### src/rtl/fifo_unpack_pkg.sv
// Shared state encoding and constant helpers for the FIFO read-side unpacker.
package fifo_unpack_pkg;

  typedef enum logic {
    ST_EMPTY = 1'b0,
    ST_BUSY  = 1'b1
  } state_t;

  function automatic int clog2(input int v);
    int r;
    r = 0;
    while ((1 << r) < v) r++;
    return r;
  endfunction

  // Index width never collapses to zero bits, even when RATIO=1.
  function automatic int idx_w(input int ratio);
    return (clog2(ratio) < 1) ? 1 : clog2(ratio);
  endfunction

endpackage

### src/rtl/fifo_unpack.sv
// Pops wide FIFO words and streams them out as RATIO narrow valid/ready beats.
// Define FIFO_UNPACK_MSB_FIRST_EN to emit the most significant beat first.
module fifo_unpack
  import fifo_unpack_pkg::*;
#(
  parameter int IN_WIDTH  = 32,
  parameter int OUT_WIDTH = 8
) (
  input  logic                 clk,
  input  logic                 reset,
  input  logic [IN_WIDTH-1:0]  in_data,
  input  logic                 in_ne,
  output logic                 in_re,
  output logic [OUT_WIDTH-1:0] out_data,
  output logic                 out_valid,
  input  logic                 out_ready,
  output logic                 out_first,
  output logic                 out_last
);

  // IN_WIDTH must be an integer multiple of OUT_WIDTH.
  localparam int RATIO = IN_WIDTH / OUT_WIDTH;
  localparam int IDXW  = idx_w(RATIO);
  localparam logic [IDXW-1:0] IDX_LAST = IDXW'(RATIO - 1);

  logic [RATIO-1:0][OUT_WIDTH-1:0] hold, hold_nxt;
  logic [IDXW-1:0]                 idx, idx_nxt, sel;
  state_t                          state, state_nxt;
  logic                            take;

  assign out_valid = (state == ST_BUSY);
  assign out_first = out_valid && (idx == '0);
  assign out_last  = out_valid && (idx == IDX_LAST);

`ifdef FIFO_UNPACK_MSB_FIRST_EN
  assign sel = IDX_LAST - idx;
`else
  assign sel = idx;
`endif

  assign out_data = hold[sel];
  assign in_re    = take;

  // Popping on the last beat's acceptance keeps the stream bubble-free.
  always_comb begin
    take      = in_ne && ((state == ST_EMPTY) || (out_valid && out_ready && out_last));
    hold_nxt  = hold;
    idx_nxt   = idx;
    state_nxt = state;
    if (take) begin
      hold_nxt  = in_data;
      idx_nxt   = '0;
      state_nxt = ST_BUSY;
    end else if (state == ST_BUSY && out_ready) begin
      if (out_last) begin
        idx_nxt   = '0;
        state_nxt = ST_EMPTY;
      end else begin
        idx_nxt = idx + IDXW'(1);
      end
    end
  end

  always_ff @(posedge clk or posedge reset) begin
    if (reset) begin
      state <= ST_EMPTY;
      idx   <= '0;
      hold  <= '0;
    end else begin
      state <= state_nxt;
      idx   <= idx_nxt;
      hold  <= hold_nxt;
    end
  end

endmodule

### config.mk
export PLATFORM = sky130hd
export DESIGN_NAME = fifo_unpack
export DESIGN_NICKNAME = d
export VERILOG_FILES = /design/src/rtl/fifo_unpack_pkg.sv /design/src/rtl/fifo_unpack.sv
export SDC_FILE = /design/constraint.sdc
export NUM_CORES = 1
export LEC_CHECK = 0
export CORE_ASPECT_RATIO = 2
export CORE_MARGIN = 2
export CORE_UTILIZATION = 50
export DETAILED_ROUTE_END_ITERATION = 6
export DONT_BUFFER_PORTS = 1
export PLACE_DENSITY = 0.74
export SLEW_MARGIN = 20
export SYNTH_ARGS = -nofsm -noshare
export SYNTH_HDL_FRONTEND = slang
export SYNTH_SLANG_ARGS = --single-unit
### constraint.sdc
create_clock -name clk -period 1.9 [get_ports clk]
set_clock_uncertainty 0.2 [all_clocks]
set_input_delay 0.095 -clock clk [delete_from_list [all_inputs] [get_ports clk]]
set_output_delay 0.095 -clock clk [all_outputs]
set_load 0.05 [all_outputs]
* After elaboration in Yosys (flattened, before gate mapping)
Index checks and enable logic that the tools add are counted.
** Word-level totals
- Register bits :: 35
- Bits of input ports :: 36
- Output and inout bits :: 12
- Word-level logic and storage cells :: 28
** Cells by class
- Add/sub/neg operators :: 1
- Magnitude comparators :: 1
- Eq/ne operators :: 1
- Muxes and demuxes :: 8
- Bitwise operators :: 1
- Reductions and logical operators :: 10
** Operator list (number)
- $bmux W8 S2 :: 1
- $mux W8 :: 1
- $mux W2 :: 3
- $logic_and A1 B1 Y1 :: 5
- $reduce_bool A2 Y1 :: 2
- $lt A2 B3 Y1 const B :: 1
- $mux W1 :: 3
- $add A2 B1 Y2 const B :: 1
- $eq A2 B2 Y1 const B :: 1
- $logic_not A2 Y1 :: 1
- $reduce_and A2 Y1 :: 1
- $logic_or A1 B1 Y1 :: 1
- $not A1 Y1 :: 1

* Depth between registers and ports, before layout
Gate-level depths: netlist of run 1.
- Word-level depth :: 7
- Depth in mapped cells :: 5
- Mapped depth without buffers :: 4

* Least setup slack after synthesis of run 1
Ideal clock, no wire load.
- Path type :: register to register
- Start point :: register state, in the netlist out_valid
- End point :: register hold[15] (netlist name)
- Arrival time :: 1535 ps
- Required time :: 1575 ps
- Setup slack :: 40 ps
- Stages on the path, launching flop included :: 5
- Clock period less this slack :: 1860 ps
- Cell sequence :: dfrtp_1 -> a21bo_4 -> nand2_8 -> buf_12 -> mux2_4
** On the way
- Word-level cells in the longest chain between the ends :: 4
** RTL lines
- start: declaration :: line fifo_unpack.sv:28 : state_t state, state_nxt;
- start signal: assignment :: line fifo_unpack.sv:70 : state <= state_nxt;
- $logic_and A1 B1 Y1, on equally long branches :: line fifo_unpack.sv:46, fifo_unpack.sv:33
- $logic_and A1 B1 Y1 :: line fifo_unpack.sv:46 : take = in_ne && ((state == ST_EMPTY) || (out_valid && out_ready && out_last));
- $logic_or A1 B1 Y1 (*) :: line fifo_unpack.sv:46
- $logic_and A1 B1 Y1 (*) :: line fifo_unpack.sv:46
- end signal: assignment :: line fifo_unpack.sv:72 : hold <= hold_nxt;
- end: declaration :: line fifo_unpack.sv:26 : logic [RATIO-1:0][OUT_WIDTH-1:0] hold, hold_nxt;
Every way passes the cells marked *; elsewhere a longest branch is shown, timed or not.
A chain may end at the register's enable or synchronous reset.

* Worst setup path in the final report of run 1
- Start point :: register idx[1]
- End point :: register hold[12] (netlist name)
** On the way
- Word-level cells in the longest chain between the ends :: 5
** RTL lines
- start: declaration :: line fifo_unpack.sv:27 : logic [IDXW-1:0] idx, idx_nxt, sel;
- start signal: assignment :: line fifo_unpack.sv:71 : idx <= idx_nxt;
- $eq A2 B2 Y1 :: line fifo_unpack.sv:33 : assign out_last = out_valid && (idx == IDX_LAST);
- $logic_and A1 B1 Y1 :: line fifo_unpack.sv:33
- $logic_and A1 B1 Y1 :: line fifo_unpack.sv:46
- $logic_or A1 B1 Y1 :: line fifo_unpack.sv:46
- $logic_and A1 B1 Y1 :: line fifo_unpack.sv:46
No other way between the ends.

==> results of run 1 <==
-- critical path, stage by stage, from the launching register on --
cell and delay (ns):
dfrtp_1 0.41, ha_1 0.25, a21bo_4 0.27, nand2_4 0.27
mux2_4 0.34
-- registers in the layout, indices dropped and copies added, names as in the netlist --
| register | flops |
|---|---|
| hold | 32 |
| idx | 2 |
| out_valid | 1 |
-- cell usage after synthesis, drive strengths merged --
library cell and n:
dfrtp 35, mux2 32, mux4 8, buf 5, inv 4, nand2 3
and2 2, ha 2, nand3b 2, o21ai 2, a21bo 1, nand3 1
nand4 1, nor2 1, nor2b 1, or2b 1
-- metal layers --
metal | track usage | vias up | part of all wire
li1 | - | 456 | -
met1 | 0.2610 | 542 | 0.39
met2 | 0.3624 | 33 | 0.55
met3 | 0.04330 | 6 | 0.034
met4 | 0.07792 | 0 | 0.018
met5 | 0 | - | 0
-- power by group through the flow --
stage               logic (mW)  clock network (mW)  registers (mW)
floorplan                 1.83                   0            1.28
finish                    2.15               0.536            1.33
global route              2.24               0.595            1.37
detailed placement        2.04                   0            1.33
CTS                       2.15               0.563            1.32
global placement          2.00                   0            1.29
-- cells in the final DEF (no fill, tap or decap), types with 3 or more instances in the layout --
master	netlist	final
mux4_2	8	8
mux2_2	3	3
clkbuf_8	0	6
buf_4	0	7
inv_1	4	4
mux2_4	29	29
dlygate4sd3_1	0	35
dfrtp_1	35	35
-- kinds of logic after synthesis --
logic type | count (synthesis)
compound gates | 3
fa+ha+maj | 2
buf+inv | 9
simple gates | 12
flops | 35
mux | 40
-- stage by stage --
step / total power [mW] / hold slack, ns / setup slack (ns) / utilization / cell area (um2)
floorplan: 3.108 / -0.002118 / 0.03989 / - / 1745
detailed placement: 3.373 / -0.1737 / 0.04195 / 0.5285 / 1785
global route: 4.207 / 0.02240 / -0.001570 / 0.6715 / 2268
CTS: 4.033 / 0.02576 / 0.03167 / 0.6704 / 2265
finish: 4.017 / 0.03596 / 0.04125 / 0.6715 / 2268
global placement: 3.296 / -0.1889 / 0.08679 / 0.5285 / 1785
-- area by class of cell --
class	count	area share
clock buffer	6	0.03640
timing repair buffer	45	0.2002
clock inverter	1	0.002206
inverter	4	0.006619
sequential	35	0.3861
multi-input combinational	58	0.3508
tap	32	0.01765
-- path summary, 6_finish.rpt --
check / from / end / cells past startpoint
max in group asynchronous: reset / hold[15] / 3
min in group asynchronous: reset / hold[25] / 2
setup reg to reg: idx[1] / hold[12] / 4
hold reg to reg: hold[22] / hold[22] / 1
setup / recovery: idx[1] / hold[12] / 4
hold / removal: out_ready / out_valid / 2
-- what timing repair did --
action,in CTS,in global routing
buffers inserted,4,0
gates resized for setup,0,1
endpoints found under the setup margin,1,4
hold buffers,35,0
endpoints found under the hold margin,70,0
cloned,1,0
pin swaps,1,0
==> results_dict.tcl, run 1 <==
set metrics [dict create \
    dr.pass1.iters 4 \
    ios 48 \
    syn_area_um2 1745 \
    via_per_inst 5.729 \
    antenna_found_initial 0 \
    finalMaxSlewViolations 0 \
    clk_pin_slew_ns 0.07 \
    powerDensity_nw_per_um2 1771 \
    worstHoldPathType "in -> reg" \
    yosys.area.top_type "dfrtp_1" \
    fmax_mhz 538.0 \
    first_global_vias 1218 \
    yosysUniqueCellTypes 19 \
    arrival_ns 1.82 \
    insertion_delay_ns 0.28 \
    post-route-drc-count 0 \
    swShare 0.4100 \
    synthTopCellsByArea "dfrtp_1 (50%), mux2_4 (25%), mux4_2 (10%)" \
    maxSlewHeadroom 0.6741 \
    cts.path.max_buffers 2 \
    core_area_um2 3378 \
    routed_wl_um 3734 \
    clock-sinks 35 \
    syn_inst 101 \
    die_area_um2 4008 \
    drive_above_1_share 0.4027 \
    multi_input_area_um2 795.8 \
    ys_warn_count 0 \
    p_comb_frac 0.535 \
    grt_overflow 0 \
    seq_power_share 0.332 \
    synth_top_family_by_area "multiplexers" \
    required_ns 1.86 \
    grt_usage 0.2140 \
    seq_area_frac_synth 0.5018 \
    ff_latch_area_um2 875.8 \
    power_leakage_nw 1.086 \
    cts_tree "built" \
    vias 1037 \
    clockPowerShare 0.133 \
    postRouteAntennaNets 0 \
    diodes 0 \
    row_count 30 \
    r2r_setup_slack_ns 0.04 \
    grt_max_degree 24 \
    cts-buffers-inserted 5 \
    cts_root_buf "clkbuf_8" \
    area_growth_pct 29.96 \
    port_buffers 0 \
    dr.first_iter.drc_count 13 \
    yosys.area_share.adder 0.01434 \
    finalSetupTns_ns 0 \
    num-fill-cells 241 \
    wl_per_cell_um 20.63 \
    synth_top_area_frac 0.5018 \
    synth_compound_area_frac 0.01505 \
    h-tree-depth 2 \
    finalHoldViolations 0 \
    p_switching_mw 1.647 \
    synthMuxAreaShare 0.3720 \
    vdd_ir_drop_max_mv 1.089 \
    synth_simple_gate_area_frac 0.04803 \
    worst-setup-path-type "reg -> reg" \
    synth_seq_cells 35 \
    grt_first_pass_wirelength_um 6051 \
    gp_congestion 0.6514 \
    power.internal_mw 2.370 \
    finalCritPeriodShare 0.9783 \
    period_minus_slack_ns 1.859 \
    worstSetupStartpointType "flip-flop" \
    placedCellCount 134 \
    crit_path_max_fanout 16 \
    die_w_um 45.78 \
    synth.avg_cell_area_um2 17.28 \
    tightest_slew_ns 0.4884 \
    syn_nets 139 \
    synth-xor-area-share 0 \
    max_cap_violations 0 \
    start_util 0.5167 \
    hpwlAfterDp_um 2202 \
    nets 187 \
    instances_no_fill 181 \
    setup_viol 0 \
    end_kind "flip-flop" \
    status "complete, no violations" \
    die_h_um 87.56 \
]
Note: power is estimated with default switching activity, not from simulation.
==> run 2: changes to the inputs <==
--- a/config.mk
+++ b/config.mk
@@ -5,12 +5,14 @@
 export SDC_FILE = /design/constraint.sdc
 export NUM_CORES = 1
 export LEC_CHECK = 0
+export CELL_PAD_IN_SITES_DETAIL_PLACEMENT = 1
+export CELL_PAD_IN_SITES_GLOBAL_PLACEMENT = 1
 export CORE_ASPECT_RATIO = 2
 export CORE_MARGIN = 2
-export CORE_UTILIZATION = 50
+export CORE_UTILIZATION = 40
 export DETAILED_ROUTE_END_ITERATION = 6
 export DONT_BUFFER_PORTS = 1
-export PLACE_DENSITY = 0.74
+export PLACE_DENSITY = 0.72
 export SLEW_MARGIN = 20
 export SYNTH_ARGS = -nofsm -noshare
 export SYNTH_HDL_FRONTEND = slang
==> run 2 against run 1 <==
Against the previous run: combinational power is essentially flat; global-route usage shrank 4.0 points; die area grew 23%; routed wire length grew 5.4%; cell area grew 4.7%; cell count grew 14%; flip-flop and latch count is the same; critical endpoint is now out_data[6]; utilization shrank 11 points; worst hold slack lost 0.028 ns; via count shrank 0.87%; clock power grew 20%; count of clock-buffer cells in the layout is the same.
==> results_dict.tcl, run 2 (same netlist as run 1, synthesis figures left out) <==
set metrics [dict create \
    status "complete, no violations" \
    vdd_ir_drop_max_mv 1.016 \
    crit_path_max_fanout 11 \
    die_area_um2 4940 \
    clock-sinks 35 \
    grt_first_pass_wirelength_um 6251 \
    end_kind "output port" \
    crit_path_end "out_data[6]" \
    die_h_um 97.42 \
    required_ns 1.60 \
    routed_wl_um 3935 \
    crit_start "idx[1]" \
    dr.first_iter.drc_count 9 \
    arrival_ns 1.58 \
    r2r_setup_slack_ns 0.08 \
    dr.pass1.iters 4 \
    instances_no_fill 207 \
    fin_util 0.5582 \
    post-route-drc-count 0 \
    area_growth_pct 36.06 \
    pre_cts_ws_ns 0.08685 \
    max_cap_violations 0 \
    powerDensity_nw_per_um2 1742 \
    finalCritPeriodShare 0.9854 \
    min_path_cells 2 \
    die_w_um 50.71 \
    hpwlAfterDp_um 2348 \
    port_buffers 0 \
    finalSetupTns_ns 0 \
    antenna_found_initial 0 \
    nets 191 \
    first_global_vias 1203 \
    worst-setup-path-type "reg -> out" \
    top_register "hold" \
    grt_max_degree 36 \
    cts.path.max_buffers 2 \
    start_util 0.4103 \
    cpPeakStageDelay_ns 0.70 \
    reg2reg_depth 6 \
    worstSetupStartpointType "flip-flop" \
    diodes 0 \
    wl_per_cell_um 19.01 \
    fmax_mhz 534.1 \
    placedCellCount 159 \
    clk_pin_slew_ns 0.07 \
    regToRegStartpoint "idx[0]" \
    core_area_um2 4254 \
    post-route-cell-area_um2 2375 \
    worstHoldPathType "in -> reg" \
    finalHoldViolations 0 \
    period_minus_slack_ns 1.872 \
    vias 1028 \
    power_leakage_nw 1.122 \
    layout_common_cells "dlygate4sd3_1 (35), dfrtp_1 (35), mux2_4 (29)" \
    largest_reg_flops 32 \
    place_area_um2 1861 \
    setup_viol 0 \
    cp_slowest_cell "mux4_2" \
    cts_root_buf "clkbuf_8" \
    worstPathCellList "buf_4 > mux4_2" \
    tightest_slew_ns 0.4870 \
    postRouteAntennaNets 0 \
    maxSlewHeadroom 0.6776 \
    grt_usage 0.1741 \
    cts-buffers-inserted 5 \
    grt_setup_unrepaired "yes" \
    grt_overflow 0 \
    ios 48 \
    fin_ws_ns 0.02776 \
    row_count 34 \
    insertion_delay_ns 0.28 \
    finalMaxSlewViolations 0 \
    drive_above_1_share 0.4118 \
    via_per_inst 4.966 \
    h-tree-depth 2 \
    gp_congestion 0.6266 \
    cts_tree "built" \
    reg2reg_to "hold[9]" \
]
==> run 2: how the worst min path moves through the flow <==
stage,slack (ns),end,startpoint
detailed placement,-0.08,hold[21],reset
CTS,0.0006,out_valid,out_ready
finish,0.008,out_valid,out_ready
global route,0.007,out_valid,out_ready
floorplan,-0.002,out_valid,in_ne
global placement,-0.09,hold[21],reset
==> run 2: through the flow <==
step	total power, mW	hold WS, ns
after floorplan	3.108	-0.002118
after global placement	3.351	-0.09141
after detailed placement	3.401	-0.08078
after CTS	4.166	0.0006400
after global routing	4.334	0.006702
final	4.137	0.007746
==> run 2: layer usage <==
metal | wire, um | track usage | up-vias
li1 | - | - | 463
met1 | 1446 | 0.1940 | 519
met2 | 2223 | 0.3087 | 41
met3 | 223 | 0.05385 | 5
met4 | 41 | 0.04990 | 0
met5 | 0 | 0 | -
==> run 2: area by class of cell <==
class	count	area, um2
Sequential cell	35	875.8
Inverter	4	15.01
Fill cell	398	1879
Timing Repair Buffer	50	529.3
Clock buffer	6	72.57
Tap cell	54	67.56
Clock inverter	1	30.03
Multi-Input combinational cell	57	784.5
==> run 2: report_power, final <==
part | internal (mW) | switching (mW) | total (mW)
sequential | 1.12 | 0.215 | 1.33
combinational | 1.01 | 1.15 | 2.16
clock | 0.384 | 0.259 | 0.644
==> run 2: worst max-delay path: cells and delay by family, from the launching register on <==
family	cells	cell delay, ns
muxes	1	0.70
DFF	1	0.36
buffers and inverters	1	0.23
==> run 2: what timing repair did <==
action / 4_1_cts / 5_1_grt
endpoints found under the setup margin: 1 / 12
setup buffers: 6 / 0
hold buffers: 35 / 0
pin swaps: 1 / 0
gates cloned: 0 / 0
endpoints found under the hold margin: 70 / 0
gates resized for setup: 0 / 1
==> run 3: changes to the inputs <==
==> constraint.sdc (replaced) <==
create_clock -name clk -period 1.9 [get_ports clk]
set_clock_uncertainty 0.2 [all_clocks]
set_input_delay 0.095 -clock clk [delete_from_list [all_inputs] [get_ports clk]]
set_output_delay 0.095 -clock clk [all_outputs]
set_load 0.005 [all_outputs]
==> run 3 against run 2 <==
Against the previous run: count of clock-buffer cells in the layout rose by 2; worst hold slack improved by 0.082 ns; register-to-register slack barely moved; routed wire length fell by 0.86%; worst setup slack improved by 0.058 ns; flip-flop and latch count did not move.
==> results_dict.tcl, run 3 (same netlist as run 1, synthesis figures left out) <==
set metrics [dict create \
    gr-usage-met1 0.1858 \
    dr.pass1.iters 3 \
    powerDensity_nw_per_um2 1460 \
    row_count 34 \
    worstPathCellList "ha_4 > a21bo_4 > or2b_1 > dlygate4sd3_1" \
    ios 48 \
    worst-setup-path-type "reg -> reg" \
    status "complete, no violations" \
    grt_setup_unrepaired "no" \
    gr-usage-met3 0.05538 \
    worstSetupStartpointType "flip-flop" \
    finalMaxSlewViolations 0 \
    setup_viol 0 \
    cp_slowest_cell "dlygate4sd3_1" \
    area_growth_pct 31.40 \
    regToRegStartpoint "idx[0]" \
    reg2reg_to "out_valid" \
    hpwlAfterDp_um 2581 \
    end_kind "flip-flop" \
    core_area_um2 4254 \
    vias 1020 \
    tightest_slew_ns 0.4514 \
    insertion_delay_ns 0.28 \
    cts_tree "built" \
    h-tree-depth 2 \
    post-route-drc-count 0 \
    wl_per_cell_um 19.41 \
    required_ns 1.86 \
    routed_wl_um 3901 \
    fmax_mhz 551.0 \
    cts.path.max_buffers 2 \
    dr.first_iter.drc_count 15 \
    cts_root_buf "clkbuf_8" \
    total_power_mw 3.347 \
    arrival_ns 1.78 \
    finalSetupTns_ns 0 \
    reg2reg_depth 4 \
    via_per_inst 5.075 \
    layout_common_cells "dlygate4sd3_1 (36), dfrtp_1 (35), mux2_4 (29)" \
    die_area_um2 4940 \
    top_register "hold" \
    crit_path_max_fanout 4 \
    hp-start "out_ready" \
    nets 184 \
    grt_use_met2 0.3107 \
    busiest_layer "met2" \
    cts-buffers-inserted 5 \
    die_w_um 50.71 \
    min_path_cells 3 \
    cpPeakStageDelay_ns 0.55 \
    post_cts_buffers 0 \
    worstHoldPathType "in -> reg" \
    whs_ns 0.08995 \
    first_global_vias 1217 \
    grt_first_pass_wirelength_um 6327 \
    fin_ws_ns 0.08526 \
    finalHoldViolations 0 \
    grt_max_degree 36 \
    postRouteAntennaNets 0 \
    hold-path-endpoint "hold[18]" \
    die_h_um 97.42 \
    largest_reg_flops 32 \
    gp_congestion 0.5979 \
    clk_pin_slew_ns 0.07 \
    drive_above_1_share 0.3878 \
    clock-sinks 35 \
    vdd_ir_drop_max_mv 0.8305 \
    diodes 0 \
    grt_usage 0.1706 \
    grt_overflow 0 \
    period_minus_slack_ns 1.815 \
    finalCritPeriodShare 0.9551 \
    max_cap_violations 0 \
    pre_cts_ws_ns 0.08776 \
    antenna_found_initial 0 \
    port_buffers 0 \
    power_leakage_nw 1.073 \
    fin_util 0.5391 \
    r2r_setup_slack_ns 0.09 \
    maxSlewHeadroom 0.6990 \
    start_util 0.4103 \
    mostFrequentLayoutCell "dlygate4sd3_1" \
]
run 3: layer usage:
layer,part of all wire,vias to the layer above
li1,-,450
met1,0.36,527
met2,0.57,39
met3,0.062,4
met4,0.0087,0
met5,0,-
run 3: final cells by class:
| cell class | count | area [um2] |
|---|---|---|
| clock buffers | 8 | 100.1 |
| well taps | 54 | 67.56 |
| multi-input cells | 57 | 797.0 |
| flip-flops and latches | 35 | 875.8 |
| fillers | 410 | 1961 |
| inverters | 4 | 15.01 |
| repair buffers | 43 | 437.9 |
run 3: per-stage QoR:
stage	cells	cell area (um2)
2_1_floorplan	101	1745
3_3_place_gp	157	1821
3_5_place_dp	157	1821
4_1_cts	201	2281
5_1_grt	201	2293
6_report	201	2293
run 3: worst max path at each step:
stage | depth (start not counted) | slack (ns) | from | endpoint
5_1_grt | 4 | 0.01 | idx[0] | out_valid
3_5_place_dp | 5 | 0.09 | idx[0] | hold[24]
4_1_cts | 5 | 0.05 | idx[0] | in_re
6_report | 4 | 0.09 | idx[0] | out_valid
3_3_place_gp | 5 | 0.12 | idx[0] | hold[16]
2_1_floorplan | 5 | 0.18 | idx[0] | hold[15]
run 3: timing repair:
action                                  in CTS  in global routing
hold buffers                                36                  0
hold endpoints to repair                    70                  0
resized for setup                            0                  2
endpoints found under the setup margin       0                  8
run 3: worst max-delay path: cells and delay by family (launching register included):
family	cells	cell delay (ns)
buf+inv	1	0.55
flops	1	0.39
simple gates	1	0.23
fa+ha+maj	1	0.17
compound gates	1	0.15
run 3: power by group:
group | switching [mW] | total, mW | internal, mW
Sequential | 0.234 | 1.35 | 1.12
Combinational | 0.477 | 1.41 | 0.930
Clock | 0.259 | 0.590 | 0.331
